File: config.mk
export PLATFORM = sky130hd
export DESIGN_NAME = pipeline_hazard_controller
export DESIGN_NICKNAME = d
export VERILOG_FILES = /design/src/rtl/pipeline_hazard_controller.sv
export SDC_FILE = /design/constraint.sdc
export NUM_CORES = 1
export LEC_CHECK = 0
export CORE_MARGIN = 2
export CORE_UTILIZATION = 46
export CTS_CLUSTER_SIZE = 24
export DETAILED_ROUTE_END_ITERATION = 8
export PLACE_DENSITY = 0.79
export SKIP_CTS_REPAIR_TIMING = 1
export SLEW_MARGIN = 10
export SYNTH_ARGS = -nofsm -noshare
export SYNTH_HDL_FRONTEND = slang
export SYNTH_SLANG_ARGS = --single-unit
File: constraint.sdc
create_clock -name clk -period 6.85 [get_ports clk]
set_clock_uncertainty 0.2 [all_clocks]
set_input_delay 1.7125 -clock clk [delete_from_list [all_inputs] [get_ports clk]]
set_output_delay 1.7125 -clock clk [all_outputs]
set_load 0.02 [all_outputs]
File: src/rtl/pipeline_hazard_controller.sv
// ---------------------------------------------------------------------------
// pipeline_hazard_controller
//
// Hazard unit for a five-stage in-order pipeline (IF/ID/EX/MEM/WB). It
// combines three concerns:
//   * operand forwarding into EX (combinational mux selects),
//   * load-use stalls and taken-branch/jump flushes of the front end,
//   * a pipeline-wide freeze while a data-memory access is outstanding,
//     with a wait-cycle timeout that aborts the access and latches an error.
// It also keeps a saturating count of cycles in which the PC did not advance.
//
// State table
//   state    | meaning
//   ---------+--------------------------------------------------------------
//   RUN      | normal flow; a MEM access without ready freezes and enters
//            | MEM_WAIT with the wait counter loaded to 1
//   MEM_WAIT | access outstanding; frozen until dmem_ready, or until the wait
//            | counter reaches MEM_TIMEOUT (abort, mem_error set, back to RUN)
//
// Parameters
//   MEM_TIMEOUT  8-bit wait-counter value at which an access is abandoned
//   CNT_W        width of stall_count
//
// Ports
//   clk             in   clock, all state updates on the rising edge
//   reset           in   asynchronous, active-high reset
//   id_rs1/id_rs2   in   source registers of the instruction in ID
//   idex_rs1/rs2    in   source registers of the instruction in EX
//   idex_rd         in   destination register in EX
//   idex_memread    in   EX instruction is a load
//   exmem_rd        in   destination register in MEM
//   exmem_regwrite  in   MEM instruction writes the register file
//   memwb_rd        in   destination register in WB
//   memwb_regwrite  in   WB instruction writes the register file
//   branch_taken    in   branch in ID resolved taken
//   jump            in   jump/call/return in ID
//   dmem_req        in   MEM stage accesses data memory this cycle
//   dmem_ready      in   data memory completes the access this cycle
//   stat_clr        in   synchronous clear of stall_count
//   stall           out  load-use stall to the control unit
//   pc_write        out  PC update enable
//   ifid_write      out  IF/ID update enable
//   ifid_flush      out  zero IF/ID on the next edge
//   idex_bubble     out  load a NOP into ID/EX on the next edge
//   freeze          out  hold ID/EX, EX/MEM and MEM/WB
//   fwd_a/fwd_b     out  EX operand source: 00 regfile, 01 EX/MEM, 10 MEM/WB
//   mem_error       out  sticky memory-timeout flag, cleared only by reset
//   stall_count     out  saturating count of cycles with pc_write=0
// ---------------------------------------------------------------------------
module pipeline_hazard_controller #(
  parameter logic [7:0] MEM_TIMEOUT = 8'd255,
  parameter int         CNT_W       = 16
) (
  input  logic             clk,
  input  logic             reset,
  input  logic [2:0]       id_rs1,
  input  logic [2:0]       id_rs2,
  input  logic [2:0]       idex_rs1,
  input  logic [2:0]       idex_rs2,
  input  logic [2:0]       idex_rd,
  input  logic             idex_memread,
  input  logic [2:0]       exmem_rd,
  input  logic             exmem_regwrite,
  input  logic [2:0]       memwb_rd,
  input  logic             memwb_regwrite,
  input  logic             branch_taken,
  input  logic             jump,
  input  logic             dmem_req,
  input  logic             dmem_ready,
  input  logic             stat_clr,
  output logic             stall,
  output logic             pc_write,
  output logic             ifid_write,
  output logic             ifid_flush,
  output logic             idex_bubble,
  output logic             freeze,
  output logic [1:0]       fwd_a,
  output logic [1:0]       fwd_b,
  output logic             mem_error,
  output logic [CNT_W-1:0] stall_count
);

  typedef enum logic [0:0] {
    RUN      = 1'b0,
    MEM_WAIT = 1'b1
  } hazState_e;

  localparam logic [1:0] FWD_REG   = 2'b00;
  localparam logic [1:0] FWD_EXMEM = 2'b01;
  localparam logic [1:0] FWD_MEMWB = 2'b10;

  hazState_e  state;
  hazState_e  nextState;
  logic [7:0] waitCnt;
  logic [7:0] waitCntNext;
  logic       setError;
  logic       timeout;
  logic       loadUse;
  logic       exmemHit;
  logic       memwbHit;

  // Abort is decided in the cycle the counter sits at the limit, so freeze
  // is already released in that cycle rather than one cycle later.
  assign timeout = (state == MEM_WAIT) && !dmem_ready && (waitCnt >= MEM_TIMEOUT);

  // R0 is hard-wired zero: a load into it never creates a dependency.
  assign loadUse = idex_memread && (idex_rd != 3'd0) &&
                   ((idex_rd == id_rs1) || (idex_rd == id_rs2));

  assign exmemHit = exmem_regwrite && (exmem_rd != 3'd0);
  assign memwbHit = memwb_regwrite && (memwb_rd != 3'd0);

  // State register, wait counter, sticky error and stall statistics.
  always_ff @(posedge clk or posedge reset) begin
    if (reset) begin
      state       <= RUN;
      waitCnt     <= 8'd0;
      mem_error   <= 1'b0;
      stall_count <= '0;
    end else begin
      state   <= nextState;
      waitCnt <= waitCntNext;
      if (setError) begin
        mem_error <= 1'b1;
      end
      if (stat_clr) begin
        stall_count <= '0;
      end else if (!pc_write && (stall_count != {CNT_W{1'b1}})) begin
        stall_count <= stall_count + CNT_W'(1);
      end
    end
  end

  // Next-state logic.
  always_comb begin
    nextState   = state;
    waitCntNext = waitCnt;
    setError    = 1'b0;
    unique case (state)
      RUN: begin
        if (dmem_req && !dmem_ready) begin
          nextState   = MEM_WAIT;
          waitCntNext = 8'd1;
        end else begin
          waitCntNext = 8'd0;
        end
      end
      MEM_WAIT: begin
        if (dmem_ready) begin
          nextState   = RUN;
          waitCntNext = 8'd0;
        end else if (timeout) begin
          nextState   = RUN;
          waitCntNext = 8'd0;
          setError    = 1'b1;
        end else begin
          waitCntNext = waitCnt + 8'd1;
        end
      end
      default: begin
        nextState   = RUN;
        waitCntNext = 8'd0;
      end
    endcase
  end

  // Output logic. Freeze dominates, then load-use, then branch/jump; a
  // redirect held across a freeze is therefore taken in the first free cycle.
  always_comb begin
    freeze      = 1'b0;
    stall       = 1'b0;
    pc_write    = 1'b1;
    ifid_write  = 1'b1;
    ifid_flush  = 1'b0;
    idex_bubble = 1'b0;
    fwd_a       = FWD_REG;
    fwd_b       = FWD_REG;

    unique case (state)
      RUN:      freeze = dmem_req && !dmem_ready;
      MEM_WAIT: freeze = !dmem_ready && !timeout;
      default:  freeze = 1'b0;
    endcase

    if (freeze) begin
      pc_write   = 1'b0;
      ifid_write = 1'b0;
    end else if (loadUse) begin
      stall       = 1'b1;
      pc_write    = 1'b0;
      ifid_write  = 1'b0;
      idex_bubble = 1'b1;
    end else if (branch_taken || jump) begin
      ifid_flush = 1'b1;
    end

    // The younger result (EX/MEM) wins over MEM/WB when both match.
    if (exmemHit && (exmem_rd == idex_rs1)) begin
      fwd_a = FWD_EXMEM;
    end else if (memwbHit && (memwb_rd == idex_rs1)) begin
      fwd_a = FWD_MEMWB;
    end

    if (exmemHit && (exmem_rd == idex_rs2)) begin
      fwd_b = FWD_EXMEM;
    end else if (memwbHit && (memwb_rd == idex_rs2)) begin
      fwd_b = FWD_MEMWB;
    end
  end

endmodule

==> metrics.cfg <==
[status]
outcome=complete, no violations

[global_route]
grt_max_degree=30
first_global_vias=1533
antenna_found_initial=0
overflow=0
grt.total_usage=0.204
grt_pass1_wl_um=7020

[worst_hold_path]
hp-class=reg -> reg
hold_start=mem_error$_DFFE_PP0P_

[floorplanning]
die_w_um=67.4
num_rows=23
io_pins=58
dieHeight_um=67.4
start_util=0.469
core_um2=3940
dieArea_um2=4540

[pwr]
power_leakage_nw=1.01
power.density_nw_per_um2=133
max-vdd-ir-drop_uv=120

[cells_and_area]
fin_nets=280
nFillCells=335
drive_gt1_frac=0.0894
insertedDiodeCount=0
area_delta_synth_final_pct=35.3
utilization=0.634

[critical_path]
end_kind=primary output
startpoint=idex_rd[1]
required_ns=4.94
crit_path_start_kind=input port
worst_ep_arrival_time_ns=3.86
worstReg2RegStart=waitCnt[0]$_DFF_PP0_
worst-setup-path-type=in -> out
crit_path_max_fanout=5

[logic_synthesis]
synthFlopType=dfrtp_1
yosysWarningCount=0
yosysSeqAreaShare=0.352
synth_top_cell_area_share=0.352
synthSimpleGateAreaFrac=0.261
synth_compound_area_frac=0.159
synth_fa_ha_area_frac=0.0135
syn-num-nets=225
ys_top_cells_by_area=dfrtp_1, mux2_1, xnor2_1
synth.area.mux_share=0.0833
yosysMostFrequentCell=dfrtp_1
synth_xor_area_frac=0.104
synth_edf_count=0
synth_commonest_cells=dfrtp_1, nor2_1, a21oi_1
netlist_area_um2=1850
syn_inst=192
synth_top_family_by_area=simple AND/OR/NAND/NOR gates
synthArstFlopShare=1.00
syn-mean-instance-area_um2=9.63
yosys_register_bits=26
synth_cell_types=42
synth_top_area_cell=dfrtp_1

[sta]
fmax_mhz=173
worst-slew-pin-transition_ns=1.04
period_minus_slack_ns=5.77
slew_violations=0
rsz0062_at_grt=false
setup_viol=0
setup_tns_ns=0
relSlewSlack=0.306
fin_crit_sh=0.842
hold_violations=0

[clocking]
cts_buffers=3
clk_latency_ns=0.27
cts_root_buf=clkbuf_8
clockBufferDepth=2
clock-sinks=26
h-tree-depth=1
cts_tree=built
clk_pin_slew_ns=0.09

[detailed_routing]
wirelength_um=4290
final_antenna_net_count=0
drtIter0Drc=57
wl_per_cell_um=14.5
vias_per_cell=5.45
via_count=1614
drc_errors=0
dr.pass1.iters=4

[place]
io_buffers=57
dp_hpwl_um=3300
gp_congestion=0.753

[job]
cap_violations=0

==> placed cells by master, fill, tap and decap left out, types with 3 or more instances in the layout <==
cell / Yosys / final
nand4_1: 5 / 5
and2_1: 3 / 3
and3_1: 4 / 4
o31ai_1: 3 / 3
xnor2_1: 11 / 11
clkbuf_8: 0 / 4
dfrtp_1: 26 / 26
mux2_1: 11 / 11
nand3_1: 13 / 13
nor2_1: 24 / 24
nor2b_1: 13 / 13
nand2_1: 7 / 7
a21oi_1: 15 / 15
clkdlybuf4s50_1: 0 / 57
xor2_1: 11 / 11
==> worst paths after layout <==
path / end / slack, ns / depth (start not counted)
min: mem_error$_DFFE_PP0P_ / 0.29 / 1
max in group asynchronous: mem_error$_DFFE_PP0P_ / 4.03 / 2
min reg2reg: mem_error$_DFFE_PP0P_ / 0.29 / 1
max reg2reg: stall_count[15]$_DFFE_PP0P_ / 4.41 / 7
min in group asynchronous: waitCnt[4]$_DFF_PP0_ / 1.78 / 2
max: idex_bubble / 1.08 / 6
==> worst max-delay path, stage by stage <==
cell	delay, ns
clkdlybuf4s50_1	0.46
xor2_1	0.19
nor3_2	0.38
o21a_1	0.32
and2_1	0.18
clkdlybuf4s50_1	0.60
==> final cells by class <==
| cell class | instances | area, µm² | area share |
|---|---|---|---|
| Multi-Input combinational cell | 156 | 1150 | 0.459 |
| Tap cell | 50 | 62.6 | 0.0250 |
| Timing Repair Buffer | 57 | 571 | 0.228 |
| Clock buffer | 4 | 55.1 | 0.0220 |
| Inverter | 3 | 12.5 | 0.00501 |
| Sequential cell | 26 | 651 | 0.260 |
==> kinds of logic after synthesis <==
group,after synthesis
muxes,13
DFF,26
and+or+nand+nor,85
xor gates and xnor gates,22
adders and majority gates,2
buffers and inverters,10
AOI/OAI and AO/OA,34
==> stage by stage <==
stage / std cells / hold WS (ns) / setup slack [ns] / area, µm² / power, mW
CTS: 296 / 0.291 / 1.06 / 2500 / 0.338
floorplan: 192 / 0.290 / 1.99 / 1850 / 0.200
global placement: 292 / 0.266 / 1.13 / 2440 / 0.235
detailed placement: 292 / 0.266 / 1.06 / 2440 / 0.237
global route: 296 / 0.306 / 0.958 / 2500 / 0.351
finish: 296 / 0.285 / 1.08 / 2500 / 0.333
==> per-layer routing <==
metal,vias to the layer above,global-route usage,wire length [µm]
li1,792,-,-
met4,0,0.0612,38
met2,37,0.356,2200
met1,781,0.251,1870
met5,-,0,0
met3,4,0.0450,180
==> sequential cells by signal (all words and copies together) (netlist names) <==
signal       flops
waitCnt          8
state            1
mem_error        1
stall_count     16
==> power breakdown <==
part           internal [mW]  switching [mW]  total [mW]
Clock                 0.0515          0.0486       0.100
Combinational         0.0377          0.0369      0.0746
Sequential             0.156         0.00281       0.158
Total                  0.245          0.0883       0.333
No activity file was read; power rests on OpenSTA's default activity.
